[config.mk]
export PLATFORM = sky130hd
export DESIGN_NAME = frame_capture_writer
export DESIGN_NICKNAME = d
export VERILOG_FILES = /design/src/rtl/frame_capture_writer.sv
export SDC_FILE = /design/constraint.sdc
export NUM_CORES = 1
export LEC_CHECK = 0
export ABC_AREA = 0
export ABC_CLOCK_PERIOD_IN_PS = 4000
export CORE_MARGIN = 2
export CORE_UTILIZATION = 30
export DETAILED_ROUTE_END_ITERATION = 10
export GPL_ROUTABILITY_DRIVEN = 1
export PLACE_DENSITY = 0.55
export SLEW_MARGIN = 20
export SYNTH_ARGS = -nofsm -noshare
export SYNTH_HDL_FRONTEND = slang
export SYNTH_SLANG_ARGS = --single-unit
export TNS_END_PERCENT = 100
[constraint.sdc]
create_clock -name clk -period 4 [get_ports clk]
set_clock_uncertainty 0.05 [all_clocks]
set_input_delay 0.8 -clock clk [delete_from_list [all_inputs] [get_ports clk]]
set_output_delay 0.8 -clock clk [all_outputs]
set_load 0.03 [all_outputs]
[src/rtl/frame_capture_writer.sv]
// Write side of the rotated-scan frame buffer: captures one raster-order frame and holds it for the reader.
// Optional ping-pong banking is enabled with FRAME_CAPTURE_DOUBLE_BUF_EN.
module frame_capture_writer #(
    parameter int unsigned PIX_W    = 1,
    parameter int unsigned DIM_LOG2 = 5
) (
    input  logic                  clk,
    input  logic                  reset_n,
    input  logic                  clear,
    input  logic                  pix_valid,
    input  logic                  pix_sof,
    input  logic [PIX_W-1:0]      pix_data,
    output logic                  pix_ready,
    output logic                  frame_ready,
    input  logic                  frame_release,
    input  logic                  rd_en,
    input  logic [2*DIM_LOG2-1:0] rd_addr,
    output logic [PIX_W-1:0]      rd_data,
    output logic [2*DIM_LOG2:0]   wr_count,
    output logic                  err_sof
);

    localparam int unsigned ADDR_W = 2 * DIM_LOG2;
    localparam int unsigned CNT_W  = ADDR_W + 1;
    localparam int unsigned NPIX   = 1 << ADDR_W;
`ifdef FRAME_CAPTURE_DOUBLE_BUF_EN
    localparam int unsigned MEM_AW = ADDR_W + 1;
`else
    localparam int unsigned MEM_AW = ADDR_W;
`endif
    localparam int unsigned MEM_DEPTH = 1 << MEM_AW;

    typedef enum logic [1:0] {
        ST_IDLE    = 2'd0,
        ST_CAPTURE = 2'd1,
        ST_FULL    = 2'd2
    } state_e;

    state_e              state_q, state_d;
    logic [ADDR_W-1:0]   wr_addr_q, wr_addr_d;
    logic [CNT_W-1:0]    wr_count_q, wr_count_d;
    logic                frame_ready_q, frame_ready_d;
    logic                err_sof_q, err_sof_d;
    logic                pix_ready_q, pix_ready_d;
    logic [PIX_W-1:0]    rd_data_q;
`ifdef FRAME_CAPTURE_DOUBLE_BUF_EN
    logic                wr_bank_q, wr_bank_d;
`endif

    logic                accept_c;
    logic                wr_en_c;
    logic [ADDR_W-1:0]   wr_off_c;
    logic [MEM_AW-1:0]   wr_idx_c;
    logic [MEM_AW-1:0]   rd_idx_c;

    logic [PIX_W-1:0]    mem [MEM_DEPTH];

    // Capture control: clear overrides everything, then per-state accept/complete/release handling.
    always_comb begin
        state_d       = state_q;
        wr_addr_d     = wr_addr_q;
        wr_count_d    = wr_count_q;
        frame_ready_d = frame_ready_q;
        err_sof_d     = err_sof_q;
`ifdef FRAME_CAPTURE_DOUBLE_BUF_EN
        wr_bank_d     = wr_bank_q;
`endif
        wr_en_c       = 1'b0;
        wr_off_c      = wr_addr_q;
        accept_c      = pix_valid & pix_ready_q;

        if (clear) begin
            state_d       = ST_IDLE;
            wr_addr_d     = '0;
            wr_count_d    = '0;
            frame_ready_d = 1'b0;
            err_sof_d     = 1'b0;
        end else begin
`ifdef FRAME_CAPTURE_DOUBLE_BUF_EN
            // Reader hand-back outside FULL only frees the read bank.
            if (frame_release && (state_q != ST_FULL)) begin
                frame_ready_d = 1'b0;
            end
`endif
            case (state_q)
                ST_IDLE: begin
                    if (accept_c && pix_sof) begin
                        wr_en_c    = 1'b1;
                        wr_off_c   = '0;
                        wr_addr_d  = ADDR_W'(1);
                        wr_count_d = CNT_W'(1);
                        state_d    = ST_CAPTURE;
                    end
                end
                ST_CAPTURE: begin
                    if (accept_c) begin
                        wr_en_c = 1'b1;
                        if (pix_sof) begin
                            wr_off_c   = '0;
                            wr_addr_d  = ADDR_W'(1);
                            wr_count_d = CNT_W'(1);
                            err_sof_d  = 1'b1;
                        end else begin
                            wr_addr_d  = wr_addr_q + ADDR_W'(1);
                            wr_count_d = wr_count_q + CNT_W'(1);
                            if (wr_addr_q == ADDR_W'(NPIX - 1)) begin
`ifdef FRAME_CAPTURE_DOUBLE_BUF_EN
                                if (frame_ready_d) begin
                                    state_d = ST_FULL;
                                end else begin
                                    wr_bank_d     = ~wr_bank_q;
                                    frame_ready_d = 1'b1;
                                    wr_count_d    = '0;
                                    state_d       = ST_IDLE;
                                end
`else
                                frame_ready_d = 1'b1;
                                state_d       = ST_FULL;
`endif
                            end
                        end
                    end
                end
                ST_FULL: begin
                    if (frame_release) begin
                        wr_count_d = '0;
                        state_d    = ST_IDLE;
`ifdef FRAME_CAPTURE_DOUBLE_BUF_EN
                        // Parked frame becomes readable immediately.
                        wr_bank_d     = ~wr_bank_q;
                        frame_ready_d = 1'b1;
`else
                        frame_ready_d = 1'b0;
`endif
                    end
                end
                default: begin
                    state_d = ST_IDLE;
                end
            endcase
        end

        pix_ready_d = (state_d != ST_FULL);
    end

    // Memory indices: in ping-pong mode the reader always sees the bank not being written.
    always_comb begin
`ifdef FRAME_CAPTURE_DOUBLE_BUF_EN
        wr_idx_c = {wr_bank_q, wr_off_c};
        rd_idx_c = {~wr_bank_q, rd_addr};
`else
        wr_idx_c = wr_off_c;
        rd_idx_c = rd_addr;
`endif
    end

    always_ff @(posedge clk or negedge reset_n) begin
        if (!reset_n) begin
            state_q       <= ST_IDLE;
            wr_addr_q     <= '0;
            wr_count_q    <= '0;
            frame_ready_q <= 1'b0;
            err_sof_q     <= 1'b0;
            pix_ready_q   <= 1'b1;
`ifdef FRAME_CAPTURE_DOUBLE_BUF_EN
            wr_bank_q     <= 1'b0;
`endif
        end else begin
            state_q       <= state_d;
            wr_addr_q     <= wr_addr_d;
            wr_count_q    <= wr_count_d;
            frame_ready_q <= frame_ready_d;
            err_sof_q     <= err_sof_d;
            pix_ready_q   <= pix_ready_d;
`ifdef FRAME_CAPTURE_DOUBLE_BUF_EN
            wr_bank_q     <= wr_bank_d;
`endif
        end
    end

    // Pixel storage is intentionally not reset.
    always_ff @(posedge clk) begin
        if (wr_en_c) begin
            mem[wr_idx_c] <= pix_data;
        end
    end

    // Registered read; a same-cycle write to the same location returns the old value.
    always_ff @(posedge clk or negedge reset_n) begin
        if (!reset_n) begin
            rd_data_q <= '0;
        end else if (rd_en) begin
            rd_data_q <= mem[rd_idx_c];
        end
    end

    assign pix_ready   = pix_ready_q;
    assign frame_ready = frame_ready_q;
    assign wr_count    = wr_count_q;
    assign err_sof     = err_sof_q;
    assign rd_data     = rd_data_q;

endmodule

==> results of run 1 <==
## cells by family (layout without fill, tap and decap cells)
group           after synthesis  after routing  synth area share, %
buf+inv                     327            457                3.267
mux                         308            308                13.04
compound gates              221            221                3.295
simple gates               1385           1385                12.13
other cells                   0              1                    0
flops                      1051           1051                68.11
fa+ha+maj                     6              6               0.1627
## worst max-delay path by stage
| stage | to | slack, ns | cells past startpoint |
|---|---|---|---|
| final | mem[879] | 0.70 | 8 |
| after global routing | mem[569] | 0.53 | 9 |
| after CTS | mem[809] | 0.52 | 8 |
| after detailed placement | mem[809] | -0.05 | 6 |
| after global placement | mem[822] | 0.02 | 6 |
| after floorplan | mem[546] | 1.05 | 9 |
## state kept, by name, indices dropped and copies added, names as in the netlist
name         cells
mem           1024
pix_ready        1
err_sof          1
wr_count        11
rd_data          1
state_q          2
frame_ready      1
wr_addr_q       10
## layout make-up
class                           count  area, um^2
Fill cell                       14630       98760
Sequential cell                  1051       31430
Multi-Input combinational cell   1920       13380
Clock buffer                      150        3047
Timing Repair Buffer              243        2663
Tap cell                         2030        2540
Clock inverter                     53       405.4
Inverter                           11       41.29
Antenna cell                        1       2.502
## critical path, stage by stage, from the launching register on
cell and delay, ns:
dfrtp_1 0.39, inv_1 0.08, ha_1 0.28, nor2_1 0.16, or3_1 0.41, and3_1 0.58
nand3_2 0.54, buf_12 0.34, nor2_1 0.14
## power by group
part           switching (mW)  internal, mW  total, mW
registers              0.0132          12.1       12.1
clock network            4.35          5.58       9.93
logic                   0.771         0.453       1.22
## per-layer routing
metal,vias to the layer above,track usage (%)
li1,12242,-
met1,15203,24.73
met2,1202,27.26
met3,192,3.012
met4,0,4.359
met5,-,0
## layout by cell type, fill, tap and decap left out, types with 22 or more instances in the layout
cell and n:
a21oi_1 32, a22oi_1 32, buf_12 61, buf_4 152, clkbuf_1 29, clkbuf_16 113
clkdlybuf4s50_1 24, clkinv_1 22, dfrtp_1 26, edfxtp_1 1024, mux2i_1 70, mux4_2 230
nand2_1 122, nand3_1 38, nand3_2 24, nor2_1 1061, nor3_1 32, o21ai_0 37
## through the flow
| stage | instances | setup TNS [ns] | hold WS (ns) | cell area (um^2) | power (mW) |
|---|---|---|---|---|---|
| after floorplan | 3298 | 0 | 0.4544 | 46140 | 12.96 |
| after global placement | 5255 | 0 | 0.4634 | 50040 | 13.54 |
| after detailed placement | 5255 | -0.1203 | 0.4558 | 50050 | 13.55 |
| after CTS | 5458 | 0 | 0.4263 | 53500 | 23.42 |
| after global routing | 5458 | 0 | 0.4879 | 53500 | 23.91 |
| final | 5459 | 0 | 0.4651 | 53510 | 23.25 |
==> flow_summary.ini, run 1 <==
[synthesis]
syn-cell-area_um2 = 46140
syn_inst = 3298
synthMostInstantiatedCell = nor2_1
yosysWarnings = 0
synth_cell_types = 68
synthArstFlopShare_pct = 2.569
synth-edff-count = 1024
synth-seq-area-share_pct = 68.11
syn_nets = 3322
synth_flop_cell = edfxtp_1
synthDominantCellAreaShare_pct = 66.64
yosys-top-cells-area = edfxtp_1 (67%), mux4_2 (11%), nor2_1 (8.6%)
synth_area_leader_cell = edfxtp_1
avgSynthCellArea_um2 = 13.99
synth_common_cells = nor2_1 (1061), edfxtp_1 (1024), mux4_2 (230)
synth_seq_cells = 1051

[floorplanning]
dieArea_um2 = 157000
num_rows = 143
fp.dieW_um = 396.2
die_h_um = 396.2
start_util_pct = 30.30
boundaryPins = 33
core_um2 = 152300

[clock_tree]
cts_hold_buf = 0
ctsRootBufferMaster = clkbuf_16
cts_made_buffers = 112
clkTransAtPathRegs_ns = 0.06
clock-sinks = 1051
cts_htree_levels = 3
cts_setup_buffers = 0
post_cts_resized = 0
clock_latency_ns = 0.70
tritoncts = done
cts_buffer_depth = 3

[timing]
rsz0062_at_grt = false
period_minus_slack_ns = 3.298
relSlewSlack_pct = 23.83
finalCritPeriodShare_pct = 82.45
setup_violations = 0
hold_violations = 0
slew_violations = 0
worst_slack_ns = 0.7020
fmax_ghz = 0.3032
worst_pin_slew_ns = 1.134

[critical_path]
endpoint_kind = flop
reg2reg_from = state_q[0]
critical_path_class = flop to flop
arrival_ns = 3.65
r2r_slack_ns = 0.70
r2r-end = mem[879]
critPathLaunchType = flop
cp.required_ns = 4.35
path_max_fanout = 12
crit_start = state_q[0]
reg2regPathDepth = 8

[detailed_routing]
ant_nets = 0
wl_met2_um = 63730
top_layer = met4
viasPerCell = 5.283
met1_length_um = 58390
wl_met3_um = 11810
routed_wirelength_um = 136900
vias = 28839
initialDrtViolationCount = 3940
drtPass1Iterations = 6
drc_errors = 0
post_drt_wl_per_cell_um = 25.08

[run_status]
status = complete, no violations

[grt]
antenna_found_initial = 4
grt_use_total_pct = 17.30
grt_pass1_wl_um = 199500
grt_start_max_net_pins = 155
grt.overflow.total = 0
first_global_vias = 28398

[flow_run]
max_cap_violations = 0

[final_layout]
drive_gt1_share_pct = 19.08
utilization_pct = 35.14
areaGrowthSynthToFinish_pct = 15.95
final_nets = 3363

[pwr]
max-vdd-ir-drop_mv = 0.3415
p_per_area_nw_per_um2 = 434.5
leakage_nw = 16.01

[placement]
io_buffers = 32
place_congestion = 0.8274
place_ws_ns = -0.04982
detailed_place_hpwl_um = 82020

[min_path]
hold_class = primary input to async pin
(Power assumes the default switching activity.)
==> run 2: changes to the inputs <==
ABC_CLOCK_PERIOD_IN_PS = 3070   (was 4000)
clock period = 3.07 ns   (was 4 ns; I/O delays follow)
==> flow_summary.ini, run 2 (synthesized netlist as in run 1, its figures left out) <==
[run_status]
status = complete, no violations

[detailed_routing]
drtPass1Iterations = 5
viasPerCell = 5.232
drc_errors = 0
routed_wirelength_um = 143400
initialDrtViolationCount = 3854
post_drt_wl_per_cell_um = 25.38
ant_nets = 0
vias = 29574

[pwr]
seqPwrFrac_pct = 51.6
pwr-share-clk_pct = 42.4
internal_power_mw = 23.70
max-vdd-ir-drop_mv = 0.5977
power_mw = 30.52
p_sw_share_pct = 22.32
p_per_area_nw_per_um2 = 546.6
leakage_nw = 17.33
p_comb_share_pct = 5.9
netSwitchingPower_mw = 6.812

[placement]
io_buffers = 32
detailed_place_hpwl_um = 90550
place_ws_ns = -0.4749
place_congestion = 0.8383

[floorplanning]
fp.dieW_um = 396.2
dieArea_um2 = 157000
core_um2 = 152300
start_util_pct = 30.30
boundaryPins = 33
num_rows = 143
die_h_um = 396.2

[clock_tree]
clock-sinks = 1051
ctsRootBufferMaster = clkbuf_16
cts_made_buffers = 111
cts_buffer_depth = 3
clock_latency_ns = 0.70
cts_htree_levels = 3
cts_hold_buf = 0
clkTransAtPathRegs_ns = 0.06
tritoncts = done

[final_layout]
utilization_pct = 36.67
final_common_cell = nor2_1
areaGrowthSynthToFinish_pct = 20.99
fillers = 14436
largest_register_ffs = 1024
drive_gt1_share_pct = 23.25
final_cell_mix = nor2_1 (1060), edfxtp_1 (1024), buf_4 (266)
final_nets = 3548
top_register = mem

[timing]
worst_slack_ns = 0.1396
setup_violations = 0
hold_ws_ns = 0.2680
finalCritPeriodShare_pct = 95.45
fmax_ghz = 0.3413
worst_pin_slew_ns = 0.9858
hold_violations = 0
fin_setup_tns_ns = 0
period_minus_slack_ns = 2.930
slew_violations = 0
relSlewSlack_pct = 34.03

[grt]
antenna_found_initial = 4
grt_pass1_wl_um = 205700
grt_use_total_pct = 18.06
grtUsageMet2_pct = 28.04
first_global_vias = 29359
grt.overflow.total = 0
use_met1_pct = 25.26
grt_busiest_layer = met2
met3_usage_pct = 3.958
grt_start_max_net_pins = 134

[critical_path]
path_max_fanout = 14
cpMaxStageDelayCell = or3_1
path_cells = inv_1, ha_1, buf_4, inv_1, or3_1, nand2_1, buf_12, nand3_2, buf_4, nor2_1
cp.required_ns = 3.43
slowest_delay_ns = 0.46
endpoint_kind = flop
arrival_ns = 3.29
critPathLaunchType = flop
critical_path_class = flop to flop

[min_path]
hold_class = primary input to async pin

[flow_run]
max_cap_violations = 0
-- run 2: cell types whose count changed in the layout (fill, tap and decap cells not counted), moves of 2 or more --
| cell | before | now |
|---|---|---|
| clkinvlp_4 | 5 | 3 |
| clkbuf_1 | 29 | 31 |
| clkinv_16 | 0 | 3 |
| buf_4 | 152 | 266 |
| inv_6 | 3 | 0 |
| clkinv_2 | 17 | 29 |
| clkinv_1 | 22 | 26 |
| clkbuf_8 | 8 | 0 |
| buf_12 | 61 | 133 |
-- run 2: cell type report --
class,count,area (um^2),area share [%]
Sequential cell,1051,31430,56.29
Multi-Input combinational cell,1920,13380,23.97
Timing Repair Buffer,429,4960,8.884
Clock buffer,144,2944,5.274
Tap cell,2030,2540,4.550
Clock inverter,66,530.5,0.9503
Inverter,11,41.29,0.07396
Antenna cell,1,2.502,0.004482
-- run 2: per-layer routing --
layer / vias to the layer above / part of all wire, %
met1: 15381 / 42
met3: 232 / 9.2
met5: - / 0.0084
li1: 12599 / -
met4: 2 / 2.9
met2: 1360 / 46
-- run 2: critical path: cells and delay by family, from the launching register on --
| kind | cells | cell delay (ns) |
|---|---|---|
| adders and majority gates | 1 | 0.21 |
| buffers and inverters | 5 | 0.88 |
| and+or+nand+nor | 4 | 1.09 |
| DFF | 1 | 0.40 |
-- run 2: timing repair --
item / in CTS / in global routing
setup buffers: 0 / 0
resized for setup: 0 / 3
endpoints found under the setup margin: 0 / 231
-- run 2: final timing paths --
path / startpoint / cells past startpoint / endpoint / slack (ns)
worst min register to register: wr_count[6] / 1 / wr_count[6] / 0.49
max in group asynchronous: reset_n / 2 / pix_ready / 2.35
worst max-delay path: state_q[1] / 10 / mem[791] / 0.14
worst min-delay path: reset_n / 2 / rd_data / 0.27
min in group clk: pix_data / 1 / mem[618] / 0.30
worst max register to register: state_q[1] / 10 / mem[791] / 0.14
-- run 2: metrics by stage --
step           cell area [um^2]  cells
2_1_floorplan             46140   3298
6_report                  55830   5652
4_1_cts                   55810   5651
3_5_place_dp              52340   5441
3_3_place_gp              52330   5441
5_1_grt                   55820   5651
-- run 2: power groups by stage --
stage	clock, mW	combinational, mW	sequential [mW]
floorplan	0	0.821	16.1
global placement	0	1.80	16.1
detailed placement	0	1.81	16.1
CTS	13.1	1.81	15.8
global route	13.7	1.91	15.7
finish	12.9	1.81	15.8
